$ cat src/rtl/pe_psum_collector.sv
// pe_psum_collector
//   Bottom-of-column collector for a systolic PE. It takes the signed products
//   the PE emits, one per accepted cycle, and adds ACC_LEN of them into one
//   partial sum. Finished sums queue in a small FIFO. The FIFO drains over a
//   valid/ready port to the output writer.
//   If the FIFO is full when a window completes, the sum waits in a holding
//   register (state HOLD). Input is stalled until a FIFO slot opens.
//   Build option: define ACC_SAT_EN to make every addition saturate to the
//   signed ACC_BW range and to raise the sticky o_sat flag. Without it, sums
//   wrap and o_sat is tied low.
module pe_psum_collector #(
  parameter int M_BW       = 16,
  parameter int ACC_BW     = 24,
  parameter int ACC_LEN    = 9,
  parameter int FIFO_DEPTH = 4
) (
  input  logic                          en_clk,
  input  logic                          rst_n,
  input  logic                          clr,
  input  logic                          i_mul_valid,
  input  logic [M_BW-1:0]               i_mul_result,
  output logic                          o_in_ready,
  output logic                          o_acc_valid,
  output logic [ACC_BW-1:0]             o_acc_data,
  input  logic                          i_acc_ready,
  output logic [$clog2(FIFO_DEPTH):0]   o_fifo_cnt,
  output logic                          o_busy,
  output logic                          o_sat
);

  localparam int PTR_W = $clog2(FIFO_DEPTH);
  localparam int CNT_W = PTR_W + 1;
  localparam int LEN_W = $clog2(ACC_LEN);
  localparam logic [LEN_W-1:0] LAST_IDX = LEN_W'(ACC_LEN - 1);
  localparam logic [CNT_W-1:0] FULL_CNT = CNT_W'(FIFO_DEPTH);

  typedef enum logic [1:0] {
    ST_IDLE,
    ST_ACC,
    ST_HOLD
  } state_t;

  state_t              state_q, state_d;
  logic [ACC_BW-1:0]   acc_q, acc_d;
  logic [LEN_W-1:0]    count_q, count_d;
  logic [ACC_BW-1:0]   hold_q, hold_d;

  logic [ACC_BW-1:0]   mem [FIFO_DEPTH];
  logic [PTR_W-1:0]    wr_ptr_q, rd_ptr_q, rd_next;
  logic [CNT_W-1:0]    cnt_q;
  logic [ACC_BW-1:0]   head_q, head_d;

  logic                accept;
  logic                push, pop, fifo_space;
  logic [ACC_BW-1:0]   push_data;
  logic [ACC_BW-1:0]   prod_ext;
  logic [ACC_BW-1:0]   acc_sum;

  // Ready is low while reset is held, during a clr cycle, and while a sum waits in HOLD.
  assign o_in_ready = rst_n & ~clr & (state_q != ST_HOLD);
  assign accept     = i_mul_valid & o_in_ready;

  assign o_acc_valid = (cnt_q != '0);
  assign o_acc_data  = head_q;
  assign o_fifo_cnt  = cnt_q;
  assign o_busy      = (state_q == ST_ACC) || (state_q == ST_HOLD);

  assign pop        = o_acc_valid & i_acc_ready;
  assign fifo_space = (cnt_q != FULL_CNT) | pop;
  assign rd_next    = rd_ptr_q + PTR_W'(1);

  assign prod_ext = {{(ACC_BW - M_BW){i_mul_result[M_BW-1]}}, i_mul_result};

`ifdef ACC_SAT_EN
  localparam logic [ACC_BW-1:0] SAT_MAX = {1'b0, {(ACC_BW - 1){1'b1}}};
  localparam logic [ACC_BW-1:0] SAT_MIN = {1'b1, {(ACC_BW - 1){1'b0}}};

  logic [ACC_BW:0] wide_sum;
  logic            overflow;
  logic            sat_q;

  assign wide_sum = {acc_q[ACC_BW-1], acc_q} + {prod_ext[ACC_BW-1], prod_ext};
  assign overflow = wide_sum[ACC_BW] ^ wide_sum[ACC_BW-1];

  // Clip the sum to the signed range when the extra sign bit disagrees with the result sign.
  always_comb begin
    acc_sum = wide_sum[ACC_BW-1:0];
    if (overflow) begin
      acc_sum = wide_sum[ACC_BW] ? SAT_MIN : SAT_MAX;
    end
  end

  // Sticky clip flag; only reset or clr clears it.
  always_ff @(posedge en_clk or negedge rst_n) begin
    if (!rst_n) begin
      sat_q <= 1'b0;
    end else if (clr) begin
      sat_q <= 1'b0;
    end else if (accept && overflow) begin
      sat_q <= 1'b1;
    end
  end

  assign o_sat = sat_q;
`else
  assign acc_sum = acc_q + prod_ext;
  assign o_sat   = 1'b0;
`endif

  // Window FSM: next state, accumulator update, and the single FIFO push source.
  always_comb begin
    state_d   = state_q;
    acc_d     = acc_q;
    count_d   = count_q;
    hold_d    = hold_q;
    push      = 1'b0;
    push_data = acc_sum;
    if (clr) begin
      state_d = ST_IDLE;
      acc_d   = '0;
      count_d = '0;
    end else begin
      case (state_q)
        ST_IDLE: begin
          if (accept) begin
            acc_d   = acc_sum;
            count_d = LEN_W'(1);
            state_d = ST_ACC;
          end
        end
        ST_ACC: begin
          if (accept) begin
            if (count_q == LAST_IDX) begin
              acc_d   = '0;
              count_d = '0;
              if (fifo_space) begin
                push    = 1'b1;
                state_d = ST_IDLE;
              end else begin
                hold_d  = acc_sum;
                state_d = ST_HOLD;
              end
            end else begin
              acc_d   = acc_sum;
              count_d = count_q + LEN_W'(1);
            end
          end
        end
        ST_HOLD: begin
          if (fifo_space) begin
            push      = 1'b1;
            push_data = hold_q;
            state_d   = ST_IDLE;
          end
        end
        default: begin
          state_d = ST_IDLE;
        end
      endcase
    end
  end

  // FSM, accumulator and holding-register state.
  always_ff @(posedge en_clk or negedge rst_n) begin
    if (!rst_n) begin
      state_q <= ST_IDLE;
      acc_q   <= '0;
      count_q <= '0;
      hold_q  <= '0;
    end else begin
      state_q <= state_d;
      acc_q   <= acc_d;
      count_q <= count_d;
      hold_q  <= hold_d;
    end
  end

  // Next registered head: a push into an empty (or emptying) FIFO becomes the head,
  // a pop moves to the following entry, and the last popped value stays when empty.
  always_comb begin
    head_d = head_q;
    if (push && ((cnt_q == '0) || ((cnt_q == CNT_W'(1)) && pop))) begin
      head_d = push_data;
    end else if (pop && (cnt_q > CNT_W'(1))) begin
      head_d = mem[rd_next];
    end
  end

  // FIFO storage; entries are only ever read after being written, so no reset.
  always_ff @(posedge en_clk) begin
    if (push) begin
      mem[wr_ptr_q] <= push_data;
    end
  end

  // FIFO pointers, occupancy and registered head.
  always_ff @(posedge en_clk or negedge rst_n) begin
    if (!rst_n) begin
      wr_ptr_q <= '0;
      rd_ptr_q <= '0;
      cnt_q    <= '0;
      head_q   <= '0;
    end else if (clr) begin
      wr_ptr_q <= '0;
      rd_ptr_q <= '0;
      cnt_q    <= '0;
      head_q   <= '0;
    end else begin
      if (push) begin
        wr_ptr_q <= wr_ptr_q + PTR_W'(1);
      end
      if (pop) begin
        rd_ptr_q <= rd_next;
      end
      if (push && !pop) begin
        cnt_q <= cnt_q + CNT_W'(1);
      end else if (pop && !push) begin
        cnt_q <= cnt_q - CNT_W'(1);
      end
      head_q <= head_d;
    end
  end

endmodule

$ cat config.mk
export PLATFORM = sky130hd
export DESIGN_NAME = pe_psum_collector
export DESIGN_NICKNAME = d
export VERILOG_FILES = /design/src/rtl/pe_psum_collector.sv
export SDC_FILE = /design/constraint.sdc
export NUM_CORES = 1
export LEC_CHECK = 0
export CAP_MARGIN = 30
export CORE_UTILIZATION = 40
export CTS_CLUSTER_DIAMETER = 40
export DETAILED_ROUTE_END_ITERATION = 8
export PLACE_DENSITY_LB_ADDON = 0.3
export SLEW_MARGIN = 10
export SYNTH_ARGS = -nofsm -noshare
export SYNTH_HDL_FRONTEND = slang
export SYNTH_SLANG_ARGS = --single-unit
$ cat constraint.sdc
create_clock -name en_clk -period 8.5 [get_ports en_clk]
set_clock_uncertainty 0.1 [all_clocks]
set_input_delay 2.125 -clock en_clk [delete_from_list [all_inputs] [get_ports en_clk]]
set_output_delay 2.125 -clock en_clk [all_outputs]
set_load 0.1 [all_outputs]
==> impl_metrics.env <==
export IMPL_outcome="complete, no violations"
export IMPL_syn_nets=773
export IMPL_maxCapViolations=0
export IMPL_boundaryPins=52
export IMPL_syn_avg_cell_area_sq_um=12.4
export IMPL_cts_buffer_depth=2
export IMPL_gp_congestion=0.834
export IMPL_yosys_top_cells_area="edfxtp_1 32%, dfrtp_1 24%, mux4_2 6.1%"
export IMPL_cts_buffers=17
export IMPL_final_area_sq_mm=0.0103
export IMPL_routed_wl_um=18900
export IMPL_wl_per_cell_um=17.9
export IMPL_cts_root_buffer="clkbuf_16"
export IMPL_slew_viol_final=0
export IMPL_area_growth_pct=16.4
export IMPL_io_buffers=50
export IMPL_max_clock_freq_mhz=171
export IMPL_htreeDepth=4
export IMPL_fin_nets=822
export IMPL_min_path_type="flip-flop to flip-flop"
export IMPL_grt_pass1_vias=5652
export IMPL_synth_area_sq_mm=0.00888
export IMPL_grt_usage_pct=17.9
export IMPL_crit_slowest_cell="nor3b_1"
export IMPL_via_per_inst=5.50
export IMPL_powerDensity_mw_per_mm2=275
export IMPL_drtAntennaViolNets=0
export IMPL_core_area_sq_mm=0.0218
export IMPL_dieWidth_um=151
export IMPL_post_cts_buffers=0
export IMPL_syn_instance_count=714
export IMPL_grt_max_degree=59
export IMPL_p_leak_uw=0.00410
export IMPL_clkLatencyLatePin_ns=0.44
export IMPL_ys_warn_count=0
export IMPL_antenna_cells=0
export IMPL_relSlewSlack_pct=34.9
export IMPL_drc_errors=0
export IMPL_cts_tree="built"
export IMPL_dr_pass1_iters=5
export IMPL_max_stage_delay_ns=0.44
export IMPL_synth_ff_type="edfxtp_1"
export IMPL_netlist_top_cell_by_area="edfxtp_1"
export IMPL_worst_pin_slew_ns=0.974
export IMPL_path_class="input port to output pin"
export IMPL_rsz0062_at_grt="false"
export IMPL_cp_required_ns=6.28
export IMPL_setup_violations=0
export IMPL_peakVddDrop_mv=0.121
export IMPL_placed_area_sq_mm=0.00970
export IMPL_drive_gt1_share_pct=13.7
export IMPL_row_count=54
export IMPL_synth_edf_count=96
export IMPL_cts_clk_slew_worst_paths_ns=0.07
export IMPL_period_share_pct=68.7
export IMPL_critPathArrivalTime_ns=3.61
export IMPL_die_y_um=151
export IMPL_whs_ns=0.368
export IMPL_drtIter0Drc=504
export IMPL_die_area_sq_mm=0.0228
export IMPL_start_util_pct=40.7
export IMPL_worstHoldPathCells=1
export IMPL_ys_types=67
export IMPL_path_max_fanout=39
export IMPL_place_inst=1023
export IMPL_grt_overflow=0
export IMPL_synth_seq_area_share_pct=56.4
export IMPL_r2r_cells=9
export IMPL_cts_hold_buf=0
export IMPL_clock_sinks=181
export IMPL_synth_top_area_share_pct=32.5
export IMPL_finalNonFillerCells=1056
export IMPL_final_hold_viol_count=0
export IMPL_antenna_found_initial=0
export IMPL_hpwl_um=12500
export IMPL_worstSetupStartpointType="input port"
export IMPL_path_common_cell="buf_4"
export IMPL_grt_pass1_wl_um=30500
export IMPL_vias=5808
export IMPL_fin_util_pct=47.4
export IMPL_critPathCaptureType="output pin"
export IMPL_synth_ff_latch_count=181
export IMPL_cts_repair_resized=0
export IMPL_cp_cell_sequence="clkdlybuf4s50_1 -> buf_4 -> nor3b_1 -> buf_4"
export IMPL_period_needed_ns=5.84
export IMPL_async_reset_ff_share_pct=47.0
export IMPL_fin_setup_tns_ns=0
==> power breakdown <==
part / total (uW) / switching [uW] / leakage (uW) / internal, uW
registers: 1060 / 40.7 / 0.00203 / 1020
logic: 952 / 643 / 0.00177 / 309
clock network: 827 / 373 / 0.000306 / 454
==> cell usage after synthesis, drive strengths merged, types with 3 or more instances <==
cell / count
nand3: 14
o21ai: 44
a31oi: 5
a311oi: 5
a2111oi: 3
a21o: 12
mux2: 19
and3: 5
a22o: 15
xor2: 10
and2: 6
clkbuf: 22
o211ai: 3
nand4: 4
xnor2: 12
a211oi: 25
dfrtp: 85
ha: 37
nor3: 5
inv: 15
nor2: 40
nor2b: 9
a21oi: 38
edfxtp: 96
nand2: 84
buf: 13
mux4: 24
mux2i: 18
o21a: 9
==> layout make-up <==
class                      instances  area, sq um
timing repair buffer              65          616
multi-input combinational        483         3680
inverter                          15         56.3
tap                              280          350
clock buffer                      17          425
sequential                       181         5010
clock inverter                    15          203
fill                            1918        11500
==> flip-flops by register name, indices dropped and copies added (netlist names) <==
signal	flops
mem	96
acc_q	24
hold_q	24
o_acc_data	24
count_q	4
o_fifo_cnt	3
rd_ptr_q	2
state_q	2
wr_ptr_q	2
==> worst max-delay path: cells and delay by family <==
family / cells / cell delay, ns
AND/OR/NAND/NOR: 1 / 0.44
buffers and inverters: 3 / 1.05
==> routing by layer <==
layer  track usage (%)  up-vias  share of wire, %
met5                 0        -                 0
met4              6.00        0              0.98
met3              3.04       15               4.8
met2              27.4      129                46
met1              25.9     2877                48
li1                  -     2787                 -
==> worst paths after layout <==
kind                       slack [ns]             to       start
min in group asynchronous        1.52     count_q[2]       rst_n
max reg2reg                      5.28     mem[1][18]    acc_q[0]
min reg2reg                      0.37     count_q[3]  count_q[3]
min                              0.37     count_q[3]  count_q[3]
max                              2.66     o_in_ready         clr
max in group asynchronous        5.66  o_acc_data[7]       rst_n
==> cells by family after synthesis <==
group	after synthesis	share of synthesized area [%]
xor gates and xnor gates	23	2.42
DFF	181	56.4
AOI/OAI and AO/OA	176	13.3
other	1	0.0422
muxes	61	10.5
buffers and inverters	50	2.31
and+or+nand+nor	184	9.52
adders and majority gates	38	5.44
==> metrics by stage <==
step	setup WS [ns]	total power, uW
2_1_floorplan	1.79	1790
3_3_place_gp	2.68	2030
3_5_place_dp	2.66	2030
4_1_cts	2.65	2870
5_1_grt	2.53	2960
6_report	2.66	2840
==> cells in the final DEF, fill, tap and decap left out, drive strengths merged, types with 3 or more instances in the layout <==
cell,instances
ha,37
a31oi,5
a21o,12
a21oi,38
a211oi,25
buf,17
xnor2,12
xor2,10
nand4,4
mux4,24
edfxtp,96
nand3,14
o21ai,44
clkdlybuf4s50,48
dfrtp,85
a311oi,5
and2,6
a2111oi,3
mux2,19
nand2,84
a22o,15
inv,25
nor2,40
nor3,5
clkbuf,17
mux2i,18
nor2b,9
o211ai,3
and3,5
o21a,9
No activity file was read; power rests on OpenSTA's default activity.
